`config.mk`:
```
export PLATFORM = sky130hd
export DESIGN_NAME = io_peripherals
export DESIGN_NICKNAME = d
export VERILOG_FILES = /design/src/rtl/io_pkg.sv /design/src/rtl/sw_debounce.sv /design/src/rtl/io_peripherals.sv
export SDC_FILE = /design/constraint.sdc
export NUM_CORES = 1
export LEC_CHECK = 0
export CORE_MARGIN = 2
export CORE_UTILIZATION = 32
export CTS_CLUSTER_DIAMETER = 150
export DETAILED_ROUTE_END_ITERATION = 16
export PLACE_DENSITY = 0.51
export SLEW_MARGIN = 20
export SYNTH_ARGS = -nofsm -noshare
export SYNTH_HDL_FRONTEND = slang
export SYNTH_SLANG_ARGS = --single-unit
```
`constraint.sdc`:
```
create_clock -name clk -period 10.87 [get_ports clk]
set_clock_uncertainty 0.05 [all_clocks]
set_input_delay 2.174 -clock clk [delete_from_list [all_inputs] [get_ports clk]]
set_output_delay 2.174 -clock clk [all_outputs]
set_load 0.01 [all_outputs]
```
`src/rtl/io_pkg.sv`:
```
// Shared constants and types for the switch/LED peripheral.
package io_pkg;

  localparam int NUM_SW = 10;

  localparam logic [4:0] OFF_SW_RAW  = 5'h00;
  localparam logic [4:0] OFF_SW_DB   = 5'h04;
  localparam logic [4:0] OFF_SW_CHG  = 5'h08;
  localparam logic [4:0] OFF_LED     = 5'h0C;
  localparam logic [4:0] OFF_LED_SET = 5'h10;
  localparam logic [4:0] OFF_LED_CLR = 5'h14;
  localparam logic [4:0] OFF_LED_TOG = 5'h18;
  localparam logic [4:0] OFF_IRQ_EN  = 5'h1C;

  typedef logic [NUM_SW-1:0] sw_vec_t;

endpackage

```
`src/rtl/sw_debounce.sv`:
```
// One switch bit: two-flop synchronizer followed by a stable-count debouncer.
// changed is combinational and marks the edge on which db will flip.
module sw_debounce #(
  parameter int DEBOUNCE_CYCLES = 50000,
  parameter int CNT_W           = 16
) (
  input  logic clk,
  input  logic reset,
  input  logic raw,
  output logic sync2,
  output logic db,
  output logic changed
);

  localparam logic [CNT_W-1:0] LAST = CNT_W'(DEBOUNCE_CYCLES - 1);

  logic             sync1;
  logic [CNT_W-1:0] cnt;

  assign changed = (sync2 != db) && (cnt == LAST);

  always_ff @(posedge clk or posedge reset) begin
    if (reset) begin
      sync1 <= 1'b0;
      sync2 <= 1'b0;
      db    <= 1'b0;
      cnt   <= '0;
    end else begin
      sync1 <= raw;
      sync2 <= sync1;
      if (sync2 == db) begin
        cnt <= '0;
      end else if (changed) begin
        db  <= sync2;
        cnt <= '0;
      end else begin
        cnt <= cnt + 1'b1;
      end
    end
  end

endmodule

```
`src/rtl/io_peripherals.sv`:
```
// Memory-mapped switch/LED block: debounced switches with sticky change flags,
// LED register with set/clear/toggle aliases, and a combinational read port.
module io_peripherals
  import io_pkg::*;
#(
  parameter logic [31:0] BASE_ADDR       = 32'hFFFF_0000,
  parameter int          DEBOUNCE_CYCLES = 50000,
  parameter int          CNT_W           = 16
) (
  input  logic        clk,
  input  logic        reset,
  input  logic [31:0] addr,
  input  logic        we,
  input  logic [31:0] wdata,
  output logic [31:0] rdata,
  output logic        hit,
  input  logic [9:0]  switches,
  output logic [9:0]  leds,
  output logic        irq
);

  sw_vec_t    sw_raw, sw_db, sw_changed;
  sw_vec_t    sw_chg, irq_en, led_q;
  sw_vec_t    wbits;
  logic [4:0] off;
  logic       wr;
  logic       unused_bits;

  assign hit         = (addr[31:5] == BASE_ADDR[31:5]);
  assign off         = {addr[4:2], 2'b00};
  assign wr          = we && hit;
  assign wbits       = wdata[NUM_SW-1:0];
  assign unused_bits = ^{wdata[31:NUM_SW], addr[1:0]};

  for (genvar i = 0; i < NUM_SW; i++) begin : g_sw
    sw_debounce #(
      .DEBOUNCE_CYCLES(DEBOUNCE_CYCLES),
      .CNT_W          (CNT_W)
    ) u_db (
      .clk    (clk),
      .reset  (reset),
      .raw    (switches[i]),
      .sync2  (sw_raw[i]),
      .db     (sw_db[i]),
      .changed(sw_changed[i])
    );
  end

  always_ff @(posedge clk or posedge reset) begin
    if (reset) begin
      led_q  <= '0;
      sw_chg <= '0;
      irq_en <= '0;
    end else begin
      // a debounced change on the same edge as a W1C write keeps the flag set
      if (wr && off == OFF_SW_CHG) sw_chg <= (sw_chg & ~wbits) | sw_changed;
      else                         sw_chg <= sw_chg | sw_changed;
      if (wr) begin
        case (off)
          OFF_LED:     led_q  <= wbits;
          OFF_LED_SET: led_q  <= led_q | wbits;
          OFF_LED_CLR: led_q  <= led_q & ~wbits;
          OFF_LED_TOG: led_q  <= led_q ^ wbits;
          OFF_IRQ_EN:  irq_en <= wbits;
          default: ;
        endcase
      end
    end
  end

  assign leds = led_q;
  assign irq  = |(sw_chg & irq_en);

  always_comb begin
    rdata = '0;
    case (off)
      OFF_SW_RAW: rdata[NUM_SW-1:0] = sw_raw;
      OFF_SW_DB:  rdata[NUM_SW-1:0] = sw_db;
      OFF_SW_CHG: rdata[NUM_SW-1:0] = sw_chg;
      OFF_LED:    rdata[NUM_SW-1:0] = led_q;
      OFF_IRQ_EN: rdata[NUM_SW-1:0] = irq_en;
      default:    rdata = '0;
    endcase
  end

endmodule

```
Word level (Yosys, flattened, before mapping)
Index checks and enable logic that the tools add are counted.
Word-level totals
  register bits: 220
  input port bits: 77
  output and inout port bits: 44
  word-level logic and storage cells: 159
Cells by class
  add/subtract/negate cells: 10
  equal/unequal tests: 38
  mux-type cells: 23
  bitwise operators: 18
  reductions and logical operators: 27
Operators by type and width (count)
  $mux 16: 20
  $add 16x1->16 const B: 10
  $eq 16x16->1 const B: 10
  $pmux 10 s5: 1
  $pmux 10 s4: 1
  $and 10x10->10: 3
  $or 10x10->10: 3
  $eq 27x27->1 const B: 1
  $reduce_and 2->1: 12
  $eq 3x3->1 const B: 4
  $logic_and 1x1->1: 12
  $eq 1x1->1: 10
  $mux 10: 1
  $ne 1x1->1: 10
  $not 1->1: 10
  $not 10->10: 1
  $reduce_or 10->1: 1
  $xor 10x10->10: 1
  $eq 3x2->1 const B: 2
  $logic_not 5->1: 1
  $reduce_bool 4->1: 1
  $eq 3x1->1 const B: 1

Depth between registers and ports, before layout
  depth in word-level cells: 4
  gate-level depth with buffers: 7
  mapped depth without buffers: 6

Cells and area by module
From an unflattened synthesis, not the netlist that was laid out.
Second synthesis, totals
  cell total of the unflattened synthesis: 1192
  area, all modules: 13102.6 um^2
By module, submodules not included
  sw_debounce: times used 10, cells each 92, area each 1056.0 um^2, seq. area each 475.5 um^2
  io_peripherals: times used 1, cells each 272, area each 2542.4 um^2, seq. area each 750.7 um^2

Worst setup path after synthesis
OpenSTA, ideal clock, no wires.
  path kind: input-to-output
  start point: input port addr[3]
  end point: output port rdata[1]
  data arrival time: 3.551 ns
  data required time: 8.646 ns
  path slack: 5.095 ns
  cell stages on the path: 5
  buffers on the path: 3
  cell sequence: clkbuf_1 buf_1 buf_2 mux2i_1 o21ai_0
Between the ends
  longest elaborated chain between the ends: 2
  elaborated cells between the ends (all ways): 6
  classes of those cells: eq/ne: 4; mux: 1; reduce/logical: 1
Ends and longest elaborated chain
  start, declared: RTL line io_peripherals.sv:12  | input logic [31:0] addr,
  $eq 3x3->1, or another cell as far along: RTL line io_peripherals.sv:76  | case (off)
  $pmux 10 s5 (*): RTL line io_peripherals.sv:76
  end, declared: RTL line io_peripherals.sv:15  | output logic [31:0] rdata,
Mark *: on every way between the ends. The rest lies on a longest branch, timed or not.

Worst setup path in the final report
  start point: input port addr[2]
  end point: output port rdata[4]
The elaborated chain is that of the path after synthesis.

==> run summary <==
Min-Delay Path Class: flip-flop to flip-flop
hold path cells: 0
Final period util: 62.6%
synthesized area: 11400 um^2
dominant synthesized flop cell: dfrtp_1
Die W: 193 um
worst hold start: g_sw[9].u_db.sync1
share of post-route cells with drive strength above 1: 8.17%
drt total wl: 25.0 mm
R2R depth: 4
Hold Violations, Final: 0
number of synthesized flops with an enable pin: 0
# rows: 69
sequential share of the synthesized area: 48.1%
critical path fanouts, max: 15
Synth Area in Simple Gates: 23.3%
IO buf count: 74
startpoint class of the critical path: primary input
DP HPWL: 17.0 mm
CTS Hold Bufs: 0
# DRC: 0
DR iter-0 viols: 420
# resized after CTS: 0
status: finished clean
CTS tree: yes
antenna violations before repair: 1
Starting Density: 32.3%
Fillers: 3513
min cycle time layout: 6.81 ns
peak supply drop: 0.0951 mV
Setup-failing EPs final: 0
highest-count cells in the layout ignoring fill and taps: 220 x dfrtp_1, 152 x nor2_1, 87 x xnor2_1
root buffer cell: clkbuf_16
n_diodes: 0
Ports: 121
critical path class: primary input to output port
maximum level of the CTS H-tree: 1
global-route wire length before repair: 42.5 mm
Async SR Flop Fraction: 100%
Via-to-Cell Ratio: 4.97
Slew Limit Fails: 0
Static Leak: 5.54 nW
Max Fclk: 147 MHz
CP required: 8.65 ns
Synth Area in Adders: 3.28%
vias in the first global route: 8338
Yosys warnings: 0
Post-CTS Setup Repair Bufs: 0
total congestion overflow: 0
final antenna-violating net count: 0
core box area: 35400 um^2
Layout area overhead: 18.1%
Total Routing Usage GR: 13.9%
worst hold endpoint: g_sw[9].u_db.sync2
Cells after Synth: 1137
worst hold margin: 0.297 ns
worst-margin pin slew: 1.00 ns
total die area: 37300 um^2
Crit. End Element: output port
RSZ-0062 raised after global routing: no
power density of the placed cells: 136 nW/um^2
syn_area_per_cell: 10.1 um^2
critical path arrival: 4.58 ns
max-cap violations: 0
Post-Synth XOR/XNOR Area: 9.88%
TritonRoute pass-1 iters: 5
post-synthesis register bit count: 220
die span in y: 193 um
worst-skew pair later-pin latency: 0.53 ns
worst r2r src: g_sw[7].u_db.cnt[12]
largest net degree at the start of global routing: 111
Yosys cell types: 52
Synth Area in Compound Gates: 6.34%
via count: 8433
clk buf depth: 3
RR Endpoint: g_sw[7].u_db.cnt[10]
TritonCTS Buffers: 27
# nets final: 1324
Reg2Reg Setup Slack: 8.48 ns
Routability Congestion: 0.775
largest family of logic cells by synthesized area: simple AND/OR/NAND/NOR gates
mean routed wirelength per cell: 14.7 um
mux contribution to synthesized area: 4.71%
Worst slew margin: 32.7%
Clk pin slew, worst setup/hold paths: 0.06 ns
# clock sinks: 220
Fin Setup TNS: 0 ns
commonest non-fill, non-tap cell in the layout: dfrtp_1
[worst max path at each step]
stage                        from  cells past startpoint                  end
after floorplan             reset                      1  g_sw[0].u_db.cnt[0]
after global placement    addr[2]                      4             rdata[4]
after detailed placement  addr[2]                      4             rdata[4]
after CTS                 addr[2]                      4             rdata[4]
after global routing      addr[2]                      4             rdata[4]
final                     addr[2]                      4             rdata[4]
[power breakdown]
| group | total, mW | leakage (nW) | switching, mW | internal, mW |
|---|---|---|---|---|
| clock | 0.893 | 0.459 | 0.347 | 0.546 |
| sequential | 0.844 | 2.95 | 0.0116 | 0.832 |
| combinational | 0.107 | 2.13 | 0.0632 | 0.0436 |
[cell type report]
cell class / instances / area (um^2) / share of cell area [%]
Clock buffer: 42 / 872 / 6.46
Clock inverter: 6 / 33.8 / 0.250
Inverter: 58 / 225 / 1.67
Multi-Input combinational cell: 831 / 5520 / 40.9
Sequential cell: 220 / 5510 / 40.8
Tap cell: 461 / 577 / 4.27
Timing Repair Buffer: 79 / 773 / 5.72
[cell usage after synthesis (all sizes together) (24+ instances only)]
master  instances  area (um^2)
nand2          48          180
clkbuf         24         90.1
xor2           42          368
nor4           32          215
xnor2          87          762
dfrtp         220         5510
buf            25          181
nand3          57          290
nor2          152          571
ha             30          375
mux2           28          315
nand4          58          393
o21ai          34          174
inv            58          218
[sequential cells by signal, indices dropped and copies added (netlist names)]
register and cells:
g_sw.u_db.cnt 160, leds 10, g_sw.u_db.sync2 10, sw_chg 10, irq_en 10, g_sw.u_db.db 10
g_sw.u_db.sync1 10
[layer usage]
metal / routed length, um / vias to the layer above / GRT usage [%]
li1: - / 4127 / -
met1: 12200 / 4153 / 19.7
met2: 11200 / 124 / 21.9
met3: 1260 / 27 / 2.71
met4: 375 / 2 / 3.00
met5: 16 / - / 0
[worst max-delay path, cell delays in order]
cell and delay [ns]:
clkdlybuf4s50_1 0.72, or2_2 0.56, o21ai_0 0.48, clkdlybuf4s50_1 0.65
[cells by family (layout without fill, tap and decap cells)]
group	after synthesis	in the layout
AO/OA/AOI/OAI	109	109
XOR/XNOR	129	129
adder cells (fa/ha/maj)	30	30
buffers and inverters	107	185
flip-flops	220	220
multiplexers	49	49
other	1	22
AND/OR/NAND/NOR	492	492
[metrics by stage]
stage	total power, mW	setup slack [ns]	std cells	cell area [um^2]	util [%]
floorplan	0.927	2.62	1158	11500	-
global placement	0.967	4.00	1649	12600	35.6
detailed placement	0.968	4.03	1649	12600	35.6
CTS	1.87	4.03	1697	13500	38.2
global route	1.93	3.92	1697	13500	38.2
finish	1.84	4.06	1697	13500	38.2
Power figures use the tool's default switching activity.
